$ cat src/rtl/write_burst_ctrl.sv
// write_burst_ctrl
//   Turns a single-cycle write request into a six-beat write burst for a
//   downstream controller that is always ready (no back-pressure). On
//   acceptance the 768-bit payload and the start address are latched. Each
//   beat then presents one 128-bit slice of the payload together with an
//   address that advances by ADDR_STEP per beat, wrapping modulo 2^31.
//
//   Configuration macro: WRITE_BURST_MSB_FIRST_EN
//     undefined (default) : beat n carries data[128n+127:128n]   (LSB-first)
//     defined             : beat n carries data[767-128n:640-128n] (MSB-first)
//     Addresses ascend from address_in in both builds.
//
//   Ports
//     clk            in   rising-edge clock
//     reset          in   synchronous active-high reset, has priority over write
//     write          in   burst start request, ignored while busy
//     data[767:0]    in   burst payload, six 128-bit beats
//     address_in     in   burst start address (31 bits)
//     busy           out  high while a burst is in progress
//     write_enable   out  write-data valid strobe, one per beat
//     address_enable out  command/address valid strobe, one per beat
//     write_command  out  command code, constant CMD_WRITE
//     write_data     out  current beat data, 0 when idle
//     address_out    out  current beat address, 0 when idle
//   All outputs are registered.

module write_burst_ctrl #(
  parameter int unsigned ADDR_STEP = 8,
  parameter logic [2:0]  CMD_WRITE = 3'b000
) (
  input  logic         clk,
  input  logic         reset,
  input  logic         write,
  input  logic [767:0] data,
  input  logic [30:0]  address_in,
  output logic         busy,
  output logic         write_enable,
  output logic         address_enable,
  output logic [2:0]   write_command,
  output logic [127:0] write_data,
  output logic [30:0]  address_out
);

  typedef enum logic [0:0] {
    ST_IDLE  = 1'b0,
    ST_BURST = 1'b1
  } state_t;

  localparam logic [2:0]  LAST_BEAT = 3'd5;
  localparam logic [30:0] STEP      = 31'(ADDR_STEP);

  // State, beat counter and burst latches
  state_t         r_state;
  logic [2:0]     r_cnt;      // index of the beat currently on the outputs
  logic [767:0]   r_data;
  logic [30:0]    r_addr;

  // Registered outputs
  logic           r_busy;
  logic           r_write_enable;
  logic           r_address_enable;
  logic [2:0]     r_write_command;
  logic [127:0]   r_write_data;
  logic [30:0]    r_address_out;

  // Next-state / output-next signals
  state_t         w_next_state;
  logic [2:0]     w_next_cnt;
  logic           w_load;
  logic           w_strobe;
  logic [2:0]     w_slice;
  logic [767:0]   w_src_data;
  logic [30:0]    w_src_addr;
  logic [127:0]   w_beat_data;
  logic [30:0]    w_beat_addr;
  logic [127:0]   w_write_data_nxt;
  logic [30:0]    w_address_out_nxt;

  // State register: FSM state, beat counter and payload/address latches
  always_ff @(posedge clk) begin
    if (reset) begin
      r_state <= ST_IDLE;
      r_cnt   <= 3'd0;
      r_data  <= 768'd0;
      r_addr  <= 31'd0;
    end else begin
      r_state <= w_next_state;
      r_cnt   <= w_next_cnt;
      if (w_load) begin
        r_data <= data;
        r_addr <= address_in;
      end else begin
        r_data <= r_data;
        r_addr <= r_addr;
      end
    end
  end

  // Next-state logic: accept in IDLE, step through beats 0..5 in BURST
  always_comb begin
    w_next_state = r_state;
    w_next_cnt   = r_cnt;
    w_load       = 1'b0;
    case (r_state)
      ST_IDLE: begin
        w_next_cnt = 3'd0;
        if (write) begin
          w_next_state = ST_BURST;
          w_load       = 1'b1;
        end else begin
          w_next_state = ST_IDLE;
        end
      end
      ST_BURST: begin
        // write is deliberately not looked at here: requests while busy are dropped
        if (r_cnt == LAST_BEAT) begin
          w_next_state = ST_IDLE;
          w_next_cnt   = 3'd0;
        end else begin
          w_next_state = ST_BURST;
          w_next_cnt   = r_cnt + 3'd1;
        end
      end
      default: begin
        w_next_state = ST_IDLE;
        w_next_cnt   = 3'd0;
      end
    endcase
  end

  // Output logic: values the output registers take at the coming edge
  always_comb begin
    w_strobe          = 1'b0;
    w_src_data        = r_data;
    w_src_addr        = r_addr;
    w_slice           = 3'd0;
    w_beat_data       = 128'd0;
    w_beat_addr       = 31'd0;
    w_write_data_nxt  = 128'd0;
    w_address_out_nxt = 31'd0;

    if (w_next_state == ST_BURST) begin
      w_strobe = 1'b1;
    end else begin
      w_strobe = 1'b0;
    end

    // Beat 0 is registered in the same edge that accepts the request, so it
    // has to come straight from the inputs rather than from the latches.
    if (w_load) begin
      w_src_data = data;
      w_src_addr = address_in;
    end else begin
      w_src_data = r_data;
      w_src_addr = r_addr;
    end

`ifdef WRITE_BURST_MSB_FIRST_EN
    w_slice = LAST_BEAT - w_next_cnt;
`else
    w_slice = w_next_cnt;
`endif

    w_beat_data = w_src_data[{w_slice, 7'd0} +: 128];
    // 31-bit arithmetic: wraps silently past 31'h7FFFFFFF
    w_beat_addr = w_src_addr + (31'(w_next_cnt) * STEP);

    if (w_strobe) begin
      w_write_data_nxt  = w_beat_data;
      w_address_out_nxt = w_beat_addr;
    end else begin
      w_write_data_nxt  = 128'd0;
      w_address_out_nxt = 31'd0;
    end
  end

  // Output registers
  always_ff @(posedge clk) begin
    if (reset) begin
      r_busy           <= 1'b0;
      r_write_enable   <= 1'b0;
      r_address_enable <= 1'b0;
      r_write_command  <= CMD_WRITE;
      r_write_data     <= 128'd0;
      r_address_out    <= 31'd0;
    end else begin
      r_busy           <= w_strobe;
      r_write_enable   <= w_strobe;
      r_address_enable <= w_strobe;
      r_write_command  <= CMD_WRITE;
      r_write_data     <= w_write_data_nxt;
      r_address_out    <= w_address_out_nxt;
    end
  end

  assign busy           = r_busy;
  assign write_enable   = r_write_enable;
  assign address_enable = r_address_enable;
  assign write_command  = r_write_command;
  assign write_data     = r_write_data;
  assign address_out    = r_address_out;

endmodule

$ cat config.mk
export PLATFORM = sky130hd
export DESIGN_NAME = write_burst_ctrl
export DESIGN_NICKNAME = d
export VERILOG_FILES = /design/src/rtl/write_burst_ctrl.sv
export SDC_FILE = /design/constraint.sdc
export NUM_CORES = 2
export LEC_CHECK = 0
export CAP_MARGIN = 20
export CELL_PAD_IN_SITES_DETAIL_PLACEMENT = 1
export CELL_PAD_IN_SITES_GLOBAL_PLACEMENT = 2
export CORE_AREA = 5 5 376 378
export DETAILED_ROUTE_END_ITERATION = 12
export DIE_AREA = 0 0 381 383
export PLACE_DENSITY_LB_ADDON = 0.05
export SYNTH_ARGS = -nofsm -noshare
export SYNTH_HDL_FRONTEND = slang
export SYNTH_SLANG_ARGS = --single-unit
$ cat constraint.sdc
create_clock -name clk -period 5.8 [get_ports clk]
set_clock_uncertainty 0.15 [all_clocks]
set_input_delay 1.74 -clock clk [delete_from_list [all_inputs] [get_ports clk]]
set_output_delay 1.74 -clock clk [all_outputs]
set_load 0.1 [all_outputs]
[Word level (Yosys, flattened, before mapping)]
Index checks and enable logic that the tools add are counted.
Operators by class
  muxes and demuxes: 9
  bitwise operators: 2
  reduce and logical (&&, ||, !) cells: 1
  equality and inequality tests: 1
  shifts and indexed selects: 1
  add/sub/neg operators: 2
Operators with widths (number)
  2-to-1 mux 768 bit: 1
  variable part select 768 x 11 -> 128 bit: 1
  adder 31 x 6 -> 31 bit: 1
  2-to-1 mux 31 bit: 1
  one-hot mux 3 bit (2 select lines): 1
  2-to-1 mux 1 bit: 4
  adder 3 x 1 -> 3 bit (second input constant): 1
  equality test 3 bit (second input constant): 1
  2-to-1 mux 3 bit: 1
  inverter 1 bit: 2
  one-hot mux 1 bit (2 select lines): 1
  OR reduction 2 bit: 1
Word-level totals
  bits of input ports: 802
  logic and storage cells: 23
  register bits: 963
  output and inout port bits: 165

[Depth between registers and ports, before layout]
  word-level depth: 6
  depth in mapped cells: 16
  gate-level depth less buffers: 11

[Worst setup path before layout]
Ideal clock, no wire load.
  path kind: input-to-reg
  from: input port write
  to: register r_address_out[27] (netlist: address_out[27])
  library setup time: 128 ps
  required time: 5522 ps
  arrival: 4420 ps
  path slack: 1102 ps
  stages on the path: 16
  path buffers: 5
  path through: nand2b_1 buf_6 buf_8 buf_6 buf_2 buf_2 nand2_1 nand2_1 ha_1 inv_1 fa_1 nor2b_1 o211ai_4 nor4_4 xor2_1 nor2_1
On the way
  elaborated cells between the ends (all ways): 8
  those cells by class: 1 x add/sub; 5 x mux; 1 x bitwise; 1 x reduce/logical
RTL lines
  start, declared: RTL line 33  | input logic write,
  2-to-1 mux 1 bit: RTL line 107  | if (write) begin
  2-to-1 mux 1 bit: RTL line 104  | case (r_state)
  2-to-1 mux 31 bit
  named net w_src_addr[3]: RTL line 73  | logic [30:0] w_src_addr;
  adder 31 x 6 -> 31 bit: RTL line 166  | w_beat_addr = w_src_addr + (31'(w_next_cnt) * STEP);
  end signal, assigned: RTL line 192  | r_address_out <= w_address_out_nxt;
  end, declared: RTL line 64  | logic [30:0] r_address_out;
The timed path passes the listed nets, and every way through them passes these cells.
A chain may end at the register's enable or synchronous reset.

==> impl_results.md <==
- WHS Path Cells: 2
- Final nets: ~5400
- Clock sinks: between 900 and 1000
- Ys Warns: 0
- Vias/cell: roughly 4.7
- Share of cells above drive strength 1: about 8.5%
- Clk root buf: clkbuf_16
- Clk slew on worst S/H paths: roughly 60 ps
- Grt ovf: 0
- Fmax: ~210 MHz
- Worst path required time: 3910 ps
- CP max stage delay: roughly 1300 ps
- Ys flop type: dfxtp_1
- Setup TNS: 0 ps
- Final GP Congestion: 0.7899
- Headroom to the max-slew limit: about a fifth
- Die area: roughly 0.15 mm²
- Cell area after synthesis: around 0.039 mm²
- Commonest cells after routing, fill and taps aside: 962 x dfxtp_1, 958 x clkdlybuf4s50_1, 818 x nor2_1, 664 x mux2i_1, 293 x nand2_1
- Iter 0 DRT Violations: around 1400
- Fin area: around 0.053 mm²
- Clk_lat worst skew: around 730 ps
- # setup viols final: 0
- 1st-pass router iterations: 4
- Largest delay contributor family on the critical path: buffers and inverters
- Unique masters post-synth: 55
- Critical Path Source Type: flop
- Chip height: around 380 µm
- Pre-CTS setup slack: between 800 and 900 ps
- Slowest-stage cell, CP: clkdlybuf4s50_1
- DR vias: just over 30000
- Vias in the first global route: approximately 32000
- Placed cell count: 6289
- Worst endpoint data arrival time: 2770 ps
- Final ANT Viol Nets: 0
- Post-Route WL: approximately 160000 µm
- Reg2Reg Depth: 5
- Stages on worst setup path: 1
- Drc violations: 0
- Port Buf Inserts: between 900 and 1000
- Initial core utilization: 28.20%
- Synth area leaders: dfxtp_1 50%, mux2i_1 17%, nor2_1 7.9%
- Synth Instances: 3807
- Mapped Avg Cell Area: just over 10 µm²
- Crit-path cells: clkdlybuf4s50_1
- CTS resizes: 0
- Final hold vios: 0
- Maximum vdd drop: 0.2287 mV
- Dpl hpwl: between 100000 and 150000 µm
- Hold-fix buffers, CTS: 0
- Post-Route Utilization: 39.00%
- Period utilization: about four fifths
- Sequential area share after synthesis: about 50%
- Post-layout min period: between 4000 and 5000 ps
- All-Layer GR Usage: 21.36%
- # rows: 136
- Setup Buffers After CTS: 0
- Largest net degree at the start of global routing: 174
- Bufs and invs on worst path: 1
- Synth top area share: 49.79%
- Placed inst area: 0.04927 mm²
- I/O pins: a little under 1000
- H-tree depth: 3
- Pwr/cell area: about 340 mW/mm²
- Most common cell after layout, fill and taps aside: dfxtp_1
- Slew @ Worst Pin: roughly 1200 ps
- #FFs+latches synth: 962
- Unrepaired setup endpoints after global routing: no
- Hold Path Class: flop to flop
- Worst Path Class, Setup: flop to primary output
- Global-route wire length before repair: around 230000 µm
- EDFF count, synth: 0
- Num CTS Buffers: between 100 and 150
- Non-Filler Instances: approximately 6600
- Initial antenna violation count: approximately 120
- CTS tree: built
- CP max FO: 10
- Clock buffer depth: 3
- Status: finished clean
- Worst Setup End Kind: primary output
- Final Max Slew Viols: 0
- Fill count: ~15000
- Die Width: 381 µm
- Core ar.: approximately 0.14 mm²
- Largest area contributor in the netlist: dfxtp_1
- Final worst-path setup slack: 1139 ps
- Max cap viols: 0
- P&R area growth vs syn: 38.28%
- FFs w/ async S/R, synth: 0%
- Wirelength per Cell: ~25 µm
- Static leakage: 22.45 nW
## sequential cells by signal (all words and copies together), names as in the netlist
name,flops
address_out,31
r_addr,31
r_cnt,3
r_data,768
r_state,1
write_data,128
## final timing paths
check | startpoint | end | slack, ps
hold reg to reg | r_data[647]$_SDFF_PP0_ | r_data[647]$_SDFF_PP0_ | 300
setup / recovery | r_state$_SDFF_PP0_ | address_enable | 1140
hold / removal | r_data[647]$_SDFF_PP0_ | r_data[647]$_SDFF_PP0_ | 300
setup reg to reg | r_state$_SDFF_PP0_ | write_data[49]$_SDFF_PP0_ | 2310
## metal layers
metal / GRT usage (%) / routed length (µm) / part of all wire [%] / vias to the layer above
met2: 35.53 / 77190 / 48 / 788
met3: 8.587 / 13190 / 8.2 / 312
met4: 6.896 / 4784 / 3.0 / 88
li1: - / - / - / 14810
met1: 25.24 / 65880 / 41 / 15050
met5: 0 / 573 / 0.35 / -
## cell type report
cell class	instances	area, µm²	share of cell area, %
sequential	962	19260	36.00
antenna	54	135.1	0.2526
clock inverter	48	529.3	0.9895
inverter	6	35.03	0.06550
tap	1794	2245	4.196
multi-input combinational	2524	17560	32.83
clock buffer	176	3535	6.608
timing repair buffer	1004	10190	19.06
## synthesized netlist by cell type, types with 3 or more instances
cell	count
a211oi_1	128
a21oi_1	268
and3_1	3
buf_1	21
buf_2	30
buf_4	18
buf_6	57
buf_8	13
clkbuf_1	177
dfxtp_1	962
ha_1	3
inv_1	5
mux2i_1	664
mux2i_2	3
mux4_2	128
nand2_1	294
nand2b_1	3
nand3_1	5
nand4_1	4
nor2_1	818
nor2b_1	9
nor3_1	6
nor4_2	5
o21ai_0	3
o21ai_1	127
xnor2_1	5
xor2_1	15
## report_power, final
| part | switching (mW) | internal, mW |
|---|---|---|
| logic | 1.73 | 1.36 |
| clock network | 3.09 | 4.60 |
| registers | 0.132 | 7.03 |
| total | 4.95 | 13.0 |
## through the flow
step                      total power [mW]  hold WS [ps]
after floorplan                      9.293         283.9
after global placement               10.41         292.5
after detailed placement             10.43         297.1
after CTS                            18.28         306.1
after global routing                 18.74         316.8
final                                17.94         303.7
## kinds of logic (layout without fill, tap and decap cells)
| family | Yosys count | in the layout | synth area share, % |
|---|---|---|---|
| buffers and inverters | 323 | 1234 | 4.933 |
| AND/OR/NAND/NOR | 1159 | 1159 | 11.79 |
| XOR/XNOR | 20 | 20 | 0.4529 |
| flip-flops | 962 | 962 | 49.79 |
| multiplexers | 799 | 799 | 24.92 |
| AO/OA/AOI/OAI | 539 | 539 | 7.957 |
| adder cells (fa/ha/maj) | 4 | 4 | 0.1488 |
| other | 1 | 57 | 0.009695 |
Power figures use the tool's default switching activity.
